## config.mk

```make
export PLATFORM = sky130hd
export DESIGN_NAME = gen_controller
export DESIGN_NICKNAME = d
export VERILOG_FILES = /design/src/rtl/life_pkg.sv /design/src/rtl/gen_timer.sv /design/src/rtl/gen_controller.sv
export SDC_FILE = /design/constraint.sdc
export NUM_CORES = 1
export LEC_CHECK = 0
export CORE_ASPECT_RATIO = 2
export CORE_MARGIN = 2
export CORE_UTILIZATION = 40
export CTS_BUF_LIST = sky130_fd_sc_hd__clkbuf_4
export CTS_CLUSTER_SIZE = 30
export DETAILED_ROUTE_END_ITERATION = 16
export PLACE_DENSITY = 0.79
export SLEW_MARGIN = 10
export SYNTH_ARGS = -nofsm -noshare
export SYNTH_HDL_FRONTEND = slang
export SYNTH_HIERARCHICAL = 1
export SYNTH_SLANG_ARGS = --single-unit
```

## constraint.sdc

```tcl
create_clock -name clk -period 6.75 [get_ports clk]
set_clock_uncertainty 0.05 [all_clocks]
set_input_delay 2.025 -clock clk [delete_from_list [all_inputs] [get_ports clk]]
set_output_delay 2.025 -clock clk [all_outputs]
set_load 0.05 [all_outputs]
```

## src/rtl/life_pkg.sv

```systemverilog
`default_nettype none
// ============================================================================
// Module      : life_pkg
// Description : Shared types and constants for the life-board generation
//               controller (FSM state encoding, board size, count width).
// Revision    : 1.0 - initial release
// ============================================================================
package life_pkg;

   // Default side length of the square board.
   localparam int unsigned LIFE_BOARD_N = 16;

   // Width of the per-generation birth/death counts (0..256 fits in 9 bits).
   localparam int unsigned CNT_W = 9;

   // Generation controller states.
   typedef enum logic [2:0] {
      S_IDLE  = 3'd0,
      S_WAIT  = 3'd1,
      S_START = 3'd2,
      S_BUSY  = 3'd3,
      S_SWAP  = 3'd4
   } state_t;

endpackage
`default_nettype wire

```

## src/rtl/gen_timer.sv

```systemverilog
`default_nettype none
// ============================================================================
// Module      : gen_timer
// Description : Down-counting period timer. A load captures the period
//               (zero is promoted to one); expire flags the final count.
// Revision    : 1.0 - initial release
// ============================================================================
module gen_timer #(
   parameter int WIDTH = 24
) (
   input  logic             clk,
   input  logic             rst,
   input  logic             load,
   input  logic [WIDTH-1:0] value,
   input  logic             enable,
   output logic             expire
);

   localparam logic [WIDTH-1:0] c_one  = WIDTH'(1);
   localparam logic [WIDTH-1:0] c_zero = '0;

   logic [WIDTH-1:0] r_count;

   // Load the period (minimum one cycle) or count down while enabled.
   always_ff @(posedge clk or posedge rst) begin
      if (rst) begin
         r_count <= c_zero;
      end else if (load) begin
         r_count <= (value == c_zero) ? c_one : value;
      end else if (enable && (r_count != c_zero)) begin
         r_count <= r_count - c_one;
      end
   end

   assign expire = enable && (r_count == c_one);

endmodule
`default_nettype wire

```

## src/rtl/gen_controller.sv

```systemverilog
`default_nettype none
// ============================================================================
// Module      : gen_controller
// Description : Sequences life-board generations: accepts row loads while
//               idle, launches the update datapath on step/run commands,
//               paces free-running generations and tracks statistics.
// Revision    : 1.0 - initial release
// ============================================================================
module gen_controller
   import life_pkg::*;
#(
   parameter int BOARD_N  = LIFE_BOARD_N,
   parameter int PERIOD_W = 24,
   parameter int GEN_W    = 16
) (
   input  logic                       clk,
   input  logic                       rst,
   input  logic                       cmd_run,
   input  logic                       cmd_step,
   input  logic                       cmd_stop,
   input  logic [PERIOD_W-1:0]        period,
   input  logic                       load_valid,
   input  logic [$clog2(BOARD_N)-1:0] load_row,
   input  logic [BOARD_N-1:0]         load_data,
   output logic                       load_ready,
   output logic                       mem_we,
   output logic                       mem_bank,
   output logic [$clog2(BOARD_N)-1:0] mem_row,
   output logic [BOARD_N-1:0]         mem_data,
   output logic                       eng_start,
   output logic                       eng_src_bank,
   input  logic                       eng_done,
   input  logic [CNT_W-1:0]           eng_births,
   input  logic [CNT_W-1:0]           eng_deaths,
   output logic                       disp_bank,
   output logic [GEN_W-1:0]           gen_count,
   output logic [CNT_W-1:0]           last_births,
   output logic [CNT_W-1:0]           last_deaths,
   output logic                       stable,
   output logic                       busy
);

   state_t r_state;
   logic   r_run_mode;
   logic   r_stop_pending;

   logic   w_load_accept;
   logic   w_idle_run;
   logic   w_continue;
   logic   w_timer_load;
   logic   w_timer_en;
   logic   w_expire;

   // Row loads pass straight through to the displayed bank while idle.
   assign load_ready    = (r_state == S_IDLE);
   assign w_load_accept = load_valid && load_ready && !rst;
   assign mem_we        = w_load_accept;
   assign mem_bank      = disp_bank;
   assign mem_row       = load_row;
   assign mem_data      = load_data;

   assign eng_src_bank  = disp_bank;
   assign busy          = (r_state != S_IDLE);

   // Stop outranks step, which outranks run, even in IDLE.
   assign w_idle_run    = (r_state == S_IDLE) && !cmd_stop && !cmd_step && cmd_run;
   // Free-running continues unless stopped or the board has settled.
   assign w_continue    = r_run_mode && !r_stop_pending && !cmd_stop && !stable;
   assign w_timer_load  = w_idle_run || ((r_state == S_SWAP) && w_continue);
   assign w_timer_en    = (r_state == S_WAIT);

   gen_timer #(
      .WIDTH (PERIOD_W)
   ) u_timer (
      .clk    (clk),
      .rst    (rst),
      .load   (w_timer_load),
      .value  (period),
      .enable (w_timer_en),
      .expire (w_expire)
   );

   // Generation sequencing FSM with registered status outputs.
   always_ff @(posedge clk or posedge rst) begin
      if (rst) begin
         r_state        <= S_IDLE;
         r_run_mode     <= 1'b0;
         r_stop_pending <= 1'b0;
         eng_start      <= 1'b0;
         disp_bank      <= 1'b0;
         gen_count      <= '0;
         last_births    <= '0;
         last_deaths    <= '0;
         stable         <= 1'b0;
      end else begin
         eng_start <= 1'b0;
         if (w_load_accept) begin
            stable <= 1'b0;
         end
         case (r_state)
            S_IDLE: begin
               r_stop_pending <= 1'b0;
               if (cmd_stop) begin
                  r_state <= S_IDLE;
               end else if (cmd_step) begin
                  r_state    <= S_START;
                  r_run_mode <= 1'b0;
                  eng_start  <= 1'b1;
               end else if (cmd_run) begin
                  r_state    <= S_WAIT;
                  r_run_mode <= 1'b1;
               end
            end
            S_WAIT: begin
               if (cmd_stop) begin
                  r_state        <= S_IDLE;
                  r_stop_pending <= 1'b0;
               end else if (w_expire) begin
                  r_state   <= S_START;
                  eng_start <= 1'b1;
               end
            end
            S_START: begin
               if (cmd_stop) begin
                  r_stop_pending <= 1'b1;
               end
               r_state <= S_BUSY;
            end
            S_BUSY: begin
               if (cmd_stop) begin
                  r_stop_pending <= 1'b1;
               end
               if (eng_done) begin
                  r_state     <= S_SWAP;
                  disp_bank   <= ~disp_bank;
                  gen_count   <= gen_count + GEN_W'(1);
                  last_births <= eng_births;
                  last_deaths <= eng_deaths;
                  stable      <= (eng_births == '0) && (eng_deaths == '0);
               end
            end
            S_SWAP: begin
               if (w_continue) begin
                  r_state <= S_WAIT;
               end else begin
                  r_state        <= S_IDLE;
                  r_stop_pending <= 1'b0;
               end
            end
            default: begin
               r_state <= S_IDLE;
            end
         endcase
      end
   end

endmodule
`default_nettype wire

```

==> metrics.csv <==
metric;value;unit
multiplexer share of the synthesized area;0.0266;
Routed WL;9610;µm
fmax;176;MHz
CP Launch Type;input pin;
Final period util;0.840;
peak supply drop;0.309;mV
CP arrival;3.60;ns
simple-gate area share of the yosys netlist;0.260;
Slew HR;0.302;
H-Tree Depth;3;
Worst-Skew Late Latency;0.41;ns
gr usage total;0.194;
Post-Syn Area;3770;µm²
max-slew violations;0;
CTS tree;built;
initial core utilization;0.407;
die extent in x;72.6;µm
DRC viols;0;
initial antenna violation count;0;
Die Footprint;10300;µm²
Final min period;5.67;ns
nets;534;
FF+latch count, synth;66;
clock slew at reported path FFs;0.11;ns
CP delay by family, top;buffers and inverters;
Routed wire per std cell;16.9;µm
max incr delay on CP;0.81;ns
Clock Tree Root;clkbuf_4;
Area after DPL;4530;µm²
most frequent cells in the layout;clkdlybuf4s50_1, nand2_1, dfrtp_1;
number of enable flip-flop cells after synthesis;0;
initial DRC count;197;
largest net degree at the start of global routing;43;
final hold slack;0.442;ns
DP HPWL;7290;µm
fin area;4720;µm²
total power;1.95;mW
Synth Area per Inst;9.52;µm²
Post-CTS Setup Bufs;0;
Critical Path RT;4.68;ns
Core Rows;50;
Core Footprint;9260;µm²
kind of critical path;input pin to output port;
Post-Synth Adder-Cell Area;0.0133;
Slowest cell on crit path;clkdlybuf4s50_1;
CTS resizes;0;
commonest non-fill, non-tap cell in the layout;clkdlybuf4s50_1;
Compound-Gate Fraction of Synth Area;0.0890;
CTS Hold Bufs;0;
most used flip-flop cell after synthesis;dfrtp_1;
RePlAce Congestion;0.884;
Final Hold Viols;0;
syn_nets;469;
sequential area share after synthesis;0.438;
cell chain of the critical path;clkdlybuf4s50_1 -> inv_1 -> and3_1 -> clkdlybuf4s50_1;
crit path max fanout;2;
outcome;finished clean;
Final setup viols;0;
worst path bufs/invs;3;
Yosys cell types;53;
Hold Path Class;register to register;
Slew @ Worst Pin;1.05;ns
synthesized instance count;396;
antenna cells;0;
layout cells sized above 1;0.105;
Vias/cell;5.52;
Die H;141;µm
TritonRoute pass-1 iters;4;
main combinational cell family by area after synthesis;simple AND/OR/NAND/NOR gates;
# clock sinks;66;
CP most frequent cell;clkdlybuf4s50_1;
grt total ovfl;0;
ANT nets after route;0;
total vias in the final route;3145;
Max clock buf depth;2;
maxcap violations;0;
Final TNS setup;0;ns
synth warn;6;
global-route wire length before repair;15300;µm
power density over cell area;414;nW/µm²
Area Growth Syn to Fin;25.2;%
Critical Path Sink Type;output port;
GR Util met1;0.197;
Synth Area in XOR/XNOR;0.0860;
met3 usage;0.0483;
count of boundary I/O pins;131;
CTS Buf Count;9;
Async SR Flop Fraction;1.00;
port bufs;90;
RSZ-0062 raised after global routing;no;
most used routing layer;met2;
vias in the first global route;3173;
GR Layer Usage met2;0.353;
leakage;1.96;nW
per-layer routing:
| layer | wire [µm] | part of all wire |
|---|---|---|
| met5 | 0 | 0 |
| met3 | 618 | 0.064 |
| met1 | 3380 | 0.35 |
| met2 | 5300 | 0.55 |
| met4 | 308 | 0.032 |
worst paths after layout:
path	slack, ns	from	depth (start not counted)	endpoint
max in group asynchronous	3.80	rst	2	u_timer/r_count[15]$_DFFE_PP0P_
min in group asynchronous	2.15	rst	3	last_births[6]$_DFFE_PP0P_
worst max-delay path	1.08	rst	4	mem_we
worst min-delay path	0.44	gen_count[15]$_DFFE_PP0P_	1	gen_count[15]$_DFFE_PP0P_
worst max register to register	3.68	u_timer/r_count[19]$_DFFE_PP0P_	5	u_timer/r_count[18]$_DFFE_PP0P_
worst min register to register	0.44	gen_count[15]$_DFFE_PP0P_	1	gen_count[15]$_DFFE_PP0P_
sequential cells by signal, indices dropped and copies added (netlist names):
name / cells
eng_start: 1
gen_count: 16
last_births: 9
r_state: 3
u_timer/r_count: 24
r_run_mode: 1
disp_bank: 1
last_deaths: 9
stable: 1
r_stop_pending: 1
power breakdown:
group | total (mW) | switching [mW] | internal (mW)
Combinational | 0.891 | 0.547 | 0.344
Sequential | 0.728 | 0.186 | 0.542
Clock | 0.335 | 0.148 | 0.187
Total | 1.95 | 0.881 | 1.07
synthesized netlist by cell type, drive strengths merged (5+ instances only):
cell,n,share of area
nand3,12,0.016
nand2,89,0.089
mux2,8,0.024
xnor2,25,0.058
inv,12,0.012
nor4,18,0.040
o21ai,15,0.020
nand4,10,0.017
nor2,11,0.011
nand4b,5,0.016
xor2,12,0.028
clkbuf,6,0.0086
a211oi,12,0.032
buf,32,0.067
nor3,14,0.026
a21oi,14,0.020
dfrtp,66,0.44
final cells by class:
cell class,count,area (µm²)
sequential,66,1650
tap,104,130
clock inverter,7,118
clock buffer,9,67.6
fill,868,4540
inverter,12,45.0
multi-input combinational,280,1790
timing repair buffer,92,916
logic make-up (layout without fill, tap and decap cells):
| group | count (synthesis) | after routing |
|---|---|---|
| AO/OA/AOI/OAI | 49 | 49 |
| XOR/XNOR | 37 | 37 |
| adder cells (fa/ha/maj) | 4 | 4 |
| buffers and inverters | 50 | 120 |
| flip-flops | 66 | 66 |
| multiplexers | 9 | 9 |
| AND/OR/NAND/NOR | 181 | 181 |
per-stage QoR:
step	setup slack (ns)	std cells	util
floorplan	1.14	396	-
global placement	1.03	554	0.490
detailed placement	1.04	554	0.490
CTS	1.03	570	0.510
global route	1.02	570	0.510
finish	1.08	570	0.510
Note: power is estimated with default switching activity, not from simulation.
